`config.mk`:
```
export PLATFORM = sky130hd
export DESIGN_NAME = gf_mul_seq
export DESIGN_NICKNAME = d
export VERILOG_FILES = /design/src/rtl/gf_mul_seq.sv
export SDC_FILE = /design/constraint.sdc
export NUM_CORES = 1
export LEC_CHECK = 0
export CORE_UTILIZATION = 47
export DETAILED_ROUTE_END_ITERATION = 12
export GPL_TIMING_DRIVEN = 1
export MAX_ROUTING_LAYER = met4
export PLACE_DENSITY_LB_ADDON = 0.1
export SLEW_MARGIN = 40
export SYNTH_ARGS = -nofsm -noshare
export SYNTH_HDL_FRONTEND = slang
export SYNTH_SLANG_ARGS = --single-unit
```
`constraint.sdc`:
```
create_clock -name clk -period 1.44 [get_ports clk]
set_clock_uncertainty 0.05 [all_clocks]
set_input_delay 0.144 -clock clk [delete_from_list [all_inputs] [get_ports clk]]
set_output_delay 0.144 -clock clk [all_outputs]
set_load 0.01 [all_outputs]
```
`src/rtl/gf_mul_seq.sv`:
```
// Bit-serial GF(2^M) multiplier, MSB-first, M cycles per product, valid/ready on both sides.
// Optional macro GF_MUL_ACC_EN: when defined, acc_mode=1 adds the new product into the previous z.
module gf_mul_seq #(
  parameter int           M    = 3,
  parameter logic [M:0]   POLY = 4'b1011
) (
  input  logic         clk,
  input  logic         rst,
  input  logic         in_valid,
  output logic         in_ready,
  input  logic [M-1:0] a,
  input  logic [M-1:0] b,
  input  logic         acc_mode,
  output logic         out_valid,
  input  logic         out_ready,
  output logic [M-1:0] z
);

  localparam int CNT_W = (M > 2) ? $clog2(M) : 1;

  typedef enum logic [1:0] {
    S_IDLE = 2'd0,
    S_RUN  = 2'd1,
    S_DONE = 2'd2
  } state_t;

  state_t             state_q;
  logic [M-1:0]       a_q;
  logic [M-1:0]       b_q;
  logic [M-1:0]       prod_q;
  logic [M-1:0]       prod_d;
  logic [M-1:0]       z_q;
  logic [M-1:0]       z_d;
  logic [CNT_W-1:0]   cnt_q;
  logic               out_valid_q;
  logic               accept;

  // Multiply by x modulo the field polynomial.
  function automatic logic [M-1:0] xt(input logic [M-1:0] x);
    xt = {x[M-2:0], 1'b0} ^ (x[M-1] ? POLY[M-1:0] : '0);
  endfunction

  // One Horner step: shift the partial product, then add a if the current b bit is set.
  function automatic logic [M-1:0] mac_step(input logic [M-1:0] p,
                                            input logic [M-1:0] x,
                                            input logic         bit_set);
    mac_step = xt(p) ^ (bit_set ? x : '0);
  endfunction

`ifdef GF_MUL_ACC_EN
  logic m_q;
`else
  logic acc_mode_unused;
  assign acc_mode_unused = acc_mode;
`endif

  assign in_ready  = ~rst & ((state_q == S_IDLE) | ((state_q == S_DONE) & out_ready));
  assign accept    = in_valid & in_ready;
  assign out_valid = out_valid_q;
  assign z         = z_q;

  always_comb begin
    prod_d = mac_step(prod_q, a_q, b_q[cnt_q]);
`ifdef GF_MUL_ACC_EN
    z_d = m_q ? (z_q ^ prod_d) : prod_d;
`else
    z_d = prod_d;
`endif
  end

  always_ff @(posedge clk) begin
    if (rst) begin
      state_q     <= S_IDLE;
      out_valid_q <= 1'b0;
      z_q         <= '0;
      prod_q      <= '0;
      cnt_q       <= '0;
      a_q         <= '0;
      b_q         <= '0;
`ifdef GF_MUL_ACC_EN
      m_q         <= 1'b0;
`endif
    end else begin
      case (state_q)
        S_IDLE: begin
          if (accept) state_q <= S_RUN;
        end
        S_RUN: begin
          prod_q <= prod_d;
          cnt_q  <= cnt_q - CNT_W'(1);
          if (cnt_q == '0) begin
            z_q         <= z_d;
            out_valid_q <= 1'b1;
            state_q     <= S_DONE;
          end
        end
        S_DONE: begin
          // Result is consumed; a new operand pair may be taken on the same edge.
          if (out_ready) begin
            out_valid_q <= 1'b0;
            state_q     <= accept ? S_RUN : S_IDLE;
          end
        end
        default: state_q <= S_IDLE;
      endcase

      if (accept) begin
        a_q    <= a;
        b_q    <= b;
        prod_q <= '0;
        cnt_q  <= CNT_W'(M - 1);
`ifdef GF_MUL_ACC_EN
        m_q    <= acc_mode;
`endif
      end
    end
  end

endmodule

```
# After elaboration in Yosys (flattened, before gate mapping)
# Index checks and enable logic that the tools add are counted.
# op_classes
reduce_logical	8
order_cmp	1
bitwise	7
n_eq_ne	5
add_sub_neg	1
n_mux	14
# ops
operator	count
two-way mux 2 bit	6
!= test 2 bit, second input constant	3
case mux 2 bit (3 select lines)	1
AND reduction 3 bit	2
logical NOT 2 bit	2
two-way mux 1 bit	4
nonzero test 2 bit	2
AND 1 bit	3
less-than comparator 2 x 3 -> 1 bit, second input constant	1
two-way mux 3 bit	1
XOR 3 x 2 -> 3 bit	1
XOR 3 bit	1
binary-select mux 1 bit (select 2 bit)	1
equality test 2 x 1 -> 1 bit, second input constant	1
equality test 2 bit, second input constant	1
case mux 1 bit (2 select lines)	1
AND reduction 2 bit	1
OR reduction 2 bit	1
subtractor 2 x 1 -> 2 bit, second input constant	1
NOT 1 bit	1
OR 1 bit	1
# word_totals
elab_cells	44
ff_bits	17
input_bits	11

# Longest topological paths before layout
# logic_depth
word_depth	8
mapped_depth	6
mapped_depth_nobuf	6

# Worst setup path after synthesis
# Ideal clock, no wire load.
# synth_timing
path_type	reg-to-reg
start	reg cnt_q[0]
end	reg z_q[1] (netlist: z[1])
synth_period_minus_slack_ns	1.301
path_stages_with_launch	6
arrival_ns	1.186
path_buffers	0
slack_ns	0.139
cell_sequence	dfxtp_1 mux2i_1 o21ai_2 and3_2 o31a_1 nor2_1
# synth_between
elab_chain_len	4
# synth_rtl
item	line_no	text
from (decl)	34	logic [CNT_W-1:0] cnt_q;
from (signal assigned)	90	cnt_q <= cnt_q - CNT_W'(1);
from (signal assigned)	111	cnt_q <= CNT_W'(M - 1);
binary-select mux 1 bit (select 2 bit)	63	prod_d = mac_step(prod_q, a_q, b_q[cnt_q]);
two-way mux 1 bit (implied by the code)	63	
two-way mux 3 bit	47	mac_step = xt(p) ^ (bit_set ? x : '0);
XOR 3 bit	47	
to (signal assigned)	92	z_q <= z_d;
to (decl)	32	logic [M-1:0] z_q;
# Parallel ways exist; a longest one is shown, timed or not. The select of a mux whose other input is x is not followed.
# A chain may end at the register's enable or synchronous reset.

# Worst setup path in the final report
# layout_timing
start	reg state_q[1]
end	out in_ready
# layout_between
elab_chain_len	4
# layout_rtl
item	line_no	text
from (decl)	27	state_t state_q;
from (signal assigned)	101	state_q <= accept ? S_RUN : S_IDLE;
equality test 2 bit	57	assign in_ready = ~rst & ((state_q == S_IDLE) | ((state_q == S_DONE) & out_ready));
AND 1 bit	57	
OR 1 bit (*)	57	
AND 1 bit (*)	57	
to (decl)	10	output logic in_ready,
# Every way passes the cells marked *; elsewhere a longest branch is shown, timed or not.

==> impl_metrics.py <==
metrics = {
    "outcome": {
        "status": "complete, no violations",
    },
    "clocking": {
        "cts_tree": "done",
        "path_clk_slew_ns": 0.10,
        "cts_buffers": 3,
        "cts_hold_buf": 0,
        "clk_latency_ns": 0.29,
        "cts_setup_buffers": 0,
        "cts_root_buf": "clkbuf_4",
        "clock_path_buffers": 2,
        "cts_num_sinks": 17,
        "cts.htree.levels": 1,
    },
    "worst_setup_path": {
        "critical_path.max_stage_delay_ns": 0.32,
        "criticalPathCategory": "flop to output pin",
        "worstRegToRegCells": 5,
        "path_buf_inv": 1,
        "critPathTopFamily": "simple AND/OR/NAND/NOR gates",
        "crit_path_start": "state_q[1]",
        "r2r_start": "cnt_q[0]",
        "reg2reg_to": "prod_q[1]",
        "rrSetupSlack_ns": 0.07,
        "worstPathMaxFanout": 2,
        "worstPathCellList": "and2b_2, nor3_4, buf_2",
        "cp.arrival_ns": 1.22,
        "worst-endpoint-required_ns": 1.25,
        "crit_slowest_cell": "dfxtp_1",
        "end_kind": "output pin",
        "cp-start-kind": "flop",
    },
    "placed_design": {
        "port_buffers": 14,
        "gp_congestion": 0.772,
        "dp_hpwl_mm": 1.06,
        "placed_cell_area_um2": 946,
    },
    "grt": {
        "overflow": 0,
        "grtUsageTotal_pct": 19.6,
        "grt_antenna_before_repair": 0,
        "grt_max_degree": 15,
        "grt_pass1_wl_mm": 2.48,
        "first_global_vias": 568,
    },
    "synthesis": {
        "post-synth-top-area-cell": "dfxtp_1",
        "yosys.area_share.adder_pct": 1.69,
        "ys_top_cells_by_area": "dfxtp_1 46%, nand2_1 7.6%, a21oi_1 6.8%",
        "synth.most_common_cell": "dfxtp_1",
        "synth_xor_area_share_pct": 4.74,
        "synth.avg_cell_area_um2": 8.40,
        "yosys.area_share.simple_pct": 25.7,
        "synth_compound_area_share_pct": 17.3,
        "ys_ff_latch": 17,
        "syn-num-nets": 100,
        "yosysTopAreaCellShare_pct": 46.0,
        "syn-cell-area_um2": 739,
        "synth_top_family_by_area": "simple AND/OR/NAND/NOR gates",
        "syn_inst": 88,
        "synth-async-reset-ratio_pct": 0,
        "synth_cell_types": 25,
        "synth_common_cells": "17 x dfxtp_1, 15 x nand2_1, 10 x a21oi_1, 7 x nor2_1, 6 x nand3_1",
        "ys.flop_type": "dfxtp_1",
        "yosysWarnings": 0,
        "synth-edff-count": 0,
        "ys_seq_area_share_pct": 46.0,
        "synthMuxAreaShare_pct": 1.35,
    },
    "timing": {
        "fin_tns_setup_ns": 0,
        "fmax_mhz": 706,
        "relSlewSlack_pct": 86.4,
        "rsz0062_at_grt": "true",
        "period_needed_ns": 1.42,
        "tightest_slew_ns": 0.203,
        "setup_viol": 0,
        "period_share_pct": 98.4,
        "hold_violations": 0,
        "slew_viol_final": 0,
    },
    "die": {
        "row_count": 13,
        "initial_core_util_pct": 53.5,
        "io_pins": 16,
        "core_area_um2": 1380,
        "die_y_um": 41.7,
        "fp.dieArea_um2": 1740,
        "die_x_um": 41.7,
    },
    "min_path": {
        "min_path_type": "primary input to flop",
        "worstHoldEndpoint": "out_valid",
        "min_from": "out_ready",
        "hold_depth": 4,
    },
    "power_and_ir_drop": {
        "share_comb_of_total_power_pct": 17.4,
        "max-vdd-ir-drop_v": 0.000819,
        "p_int_mw": 0.683,
        "power_frac_seq_pct": 55.2,
        "p_switching_mw": 0.244,
        "leakagePower_nw": 0.379,
        "pwr-share-clk_pct": 27.4,
        "pwr_density_cell_nw_per_um2": 946,
        "p_sw_share_pct": 26.3,
    },
    "cells_and_area": {
        "diodes": 0,
        "area_growth_pct": 32.7,
        "nets": 124,
        "final_cell_area_um2": 981,
        "drive_gt1_share_pct": 17.1,
    },
    "routing": {
        "route.detailed.drc": 0,
        "vias_per_cell": 5.12,
        "wl_mm": 1.48,
        "firstDrtPassIters": 4,
        "final_antenna_net_count": 0,
        "vias": 645,
        "drtIter0Drc": 11,
        "wl_per_cell_um": 11.8,
    },
    "run": {
        "drv_cap": 0,
    },
}
per-stage QoR:
stage,total power [mW],instances,worst slack [ns],hold WS (ns),util (%)
after floorplan,0.606,88,0.139,0.167,-
after global placement,0.679,122,-0.305,0.395,68.4
after detailed placement,0.684,122,-0.303,0.400,68.4
after CTS,0.931,126,0.00537,0.351,70.5
after global routing,0.973,126,-0.0346,0.136,71.0
final,0.928,126,0.0227,0.102,71.0
cell families after synthesis:
group | after synthesis
adders and majority gates | 1
and+or+nand+nor | 38
xor gates and xnor gates | 4
buffers and inverters | 6
DFF | 17
muxes | 1
AOI/OAI and AO/OA | 21
area by class of cell:
type,count,area (um2)
sequential,17,340
clock inverter,1,5.00
clock buffer,3,22.5
multi-input combinational,65,382
timing repair buffer,22,201
inverter,3,11.3
tap,15,18.8
fill,129,402
power groups by stage:
| stage | combinational, mW | clock [mW] | sequential [mW] |
|---|---|---|---|
| detailed placement | 0.160 | 0 | 0.524 |
| finish | 0.161 | 0.254 | 0.512 |
| CTS | 0.160 | 0.258 | 0.513 |
| global placement | 0.157 | 0 | 0.522 |
| floorplan | 0.0828 | 0 | 0.523 |
| global route | 0.181 | 0.277 | 0.516 |
sequential cells by signal, indices dropped and copies added, names as in the netlist:
name / count
a_q: 3
state_q: 2
prod_q: 3
cnt_q: 2
b_q: 3
out_valid: 1
z: 3
layout by cell type (no fill, tap or decap), drive strengths merged:
cell / instances
o21ai: 4
and2: 1
o31a: 1
dlymetal6s2s: 1
inv: 3
nor2: 7
ha: 1
nand2: 15
buf: 9
and2b: 2
clkbuf: 3
nand3b: 1
nand2b: 2
a21o: 1
and3: 1
dfxtp: 17
xor2: 3
xnor2: 1
mux2i: 1
a21oi: 10
clkdlybuf4s50: 12
nand3: 6
nor3: 1
a211oi: 4
nor2b: 2
clkinv: 1
o31ai: 1
layer usage:
layer  vias up  wire length (um)  global-route usage [%]
li1        343                 -                       -
met1       274               705                    22.8
met2        24               673                    30.9
met3         4                57                    2.61
met4         0                45                    13.5
met5         -                 0                       -
worst reg2reg max path: cells and delay by family, from the launching register on:
family,cells,cell delay (ns)
compound gates,2,0.28
flops,1,0.38
mux,1,0.23
simple gates,2,0.38
worst max-delay path by stage:
| stage | to | slack (ns) | cells after the start |
|---|---|---|---|
| final | in_ready | 0.02 | 3 |
| after detailed placement | in_ready | -0.30 | 4 |
| after floorplan | z[1] | 0.14 | 5 |
| after global placement | in_ready | -0.30 | 4 |
| after global routing | in_ready | -0.03 | 3 |
| after CTS | in_ready | 0.005 | 4 |
what timing repair did:
item / in CTS / in global routing
resized for setup: 3 / 6
pin swaps: 0 / 1
endpoints found under the setup margin: 1 / 8
No activity file was read; power rests on OpenSTA's default activity.
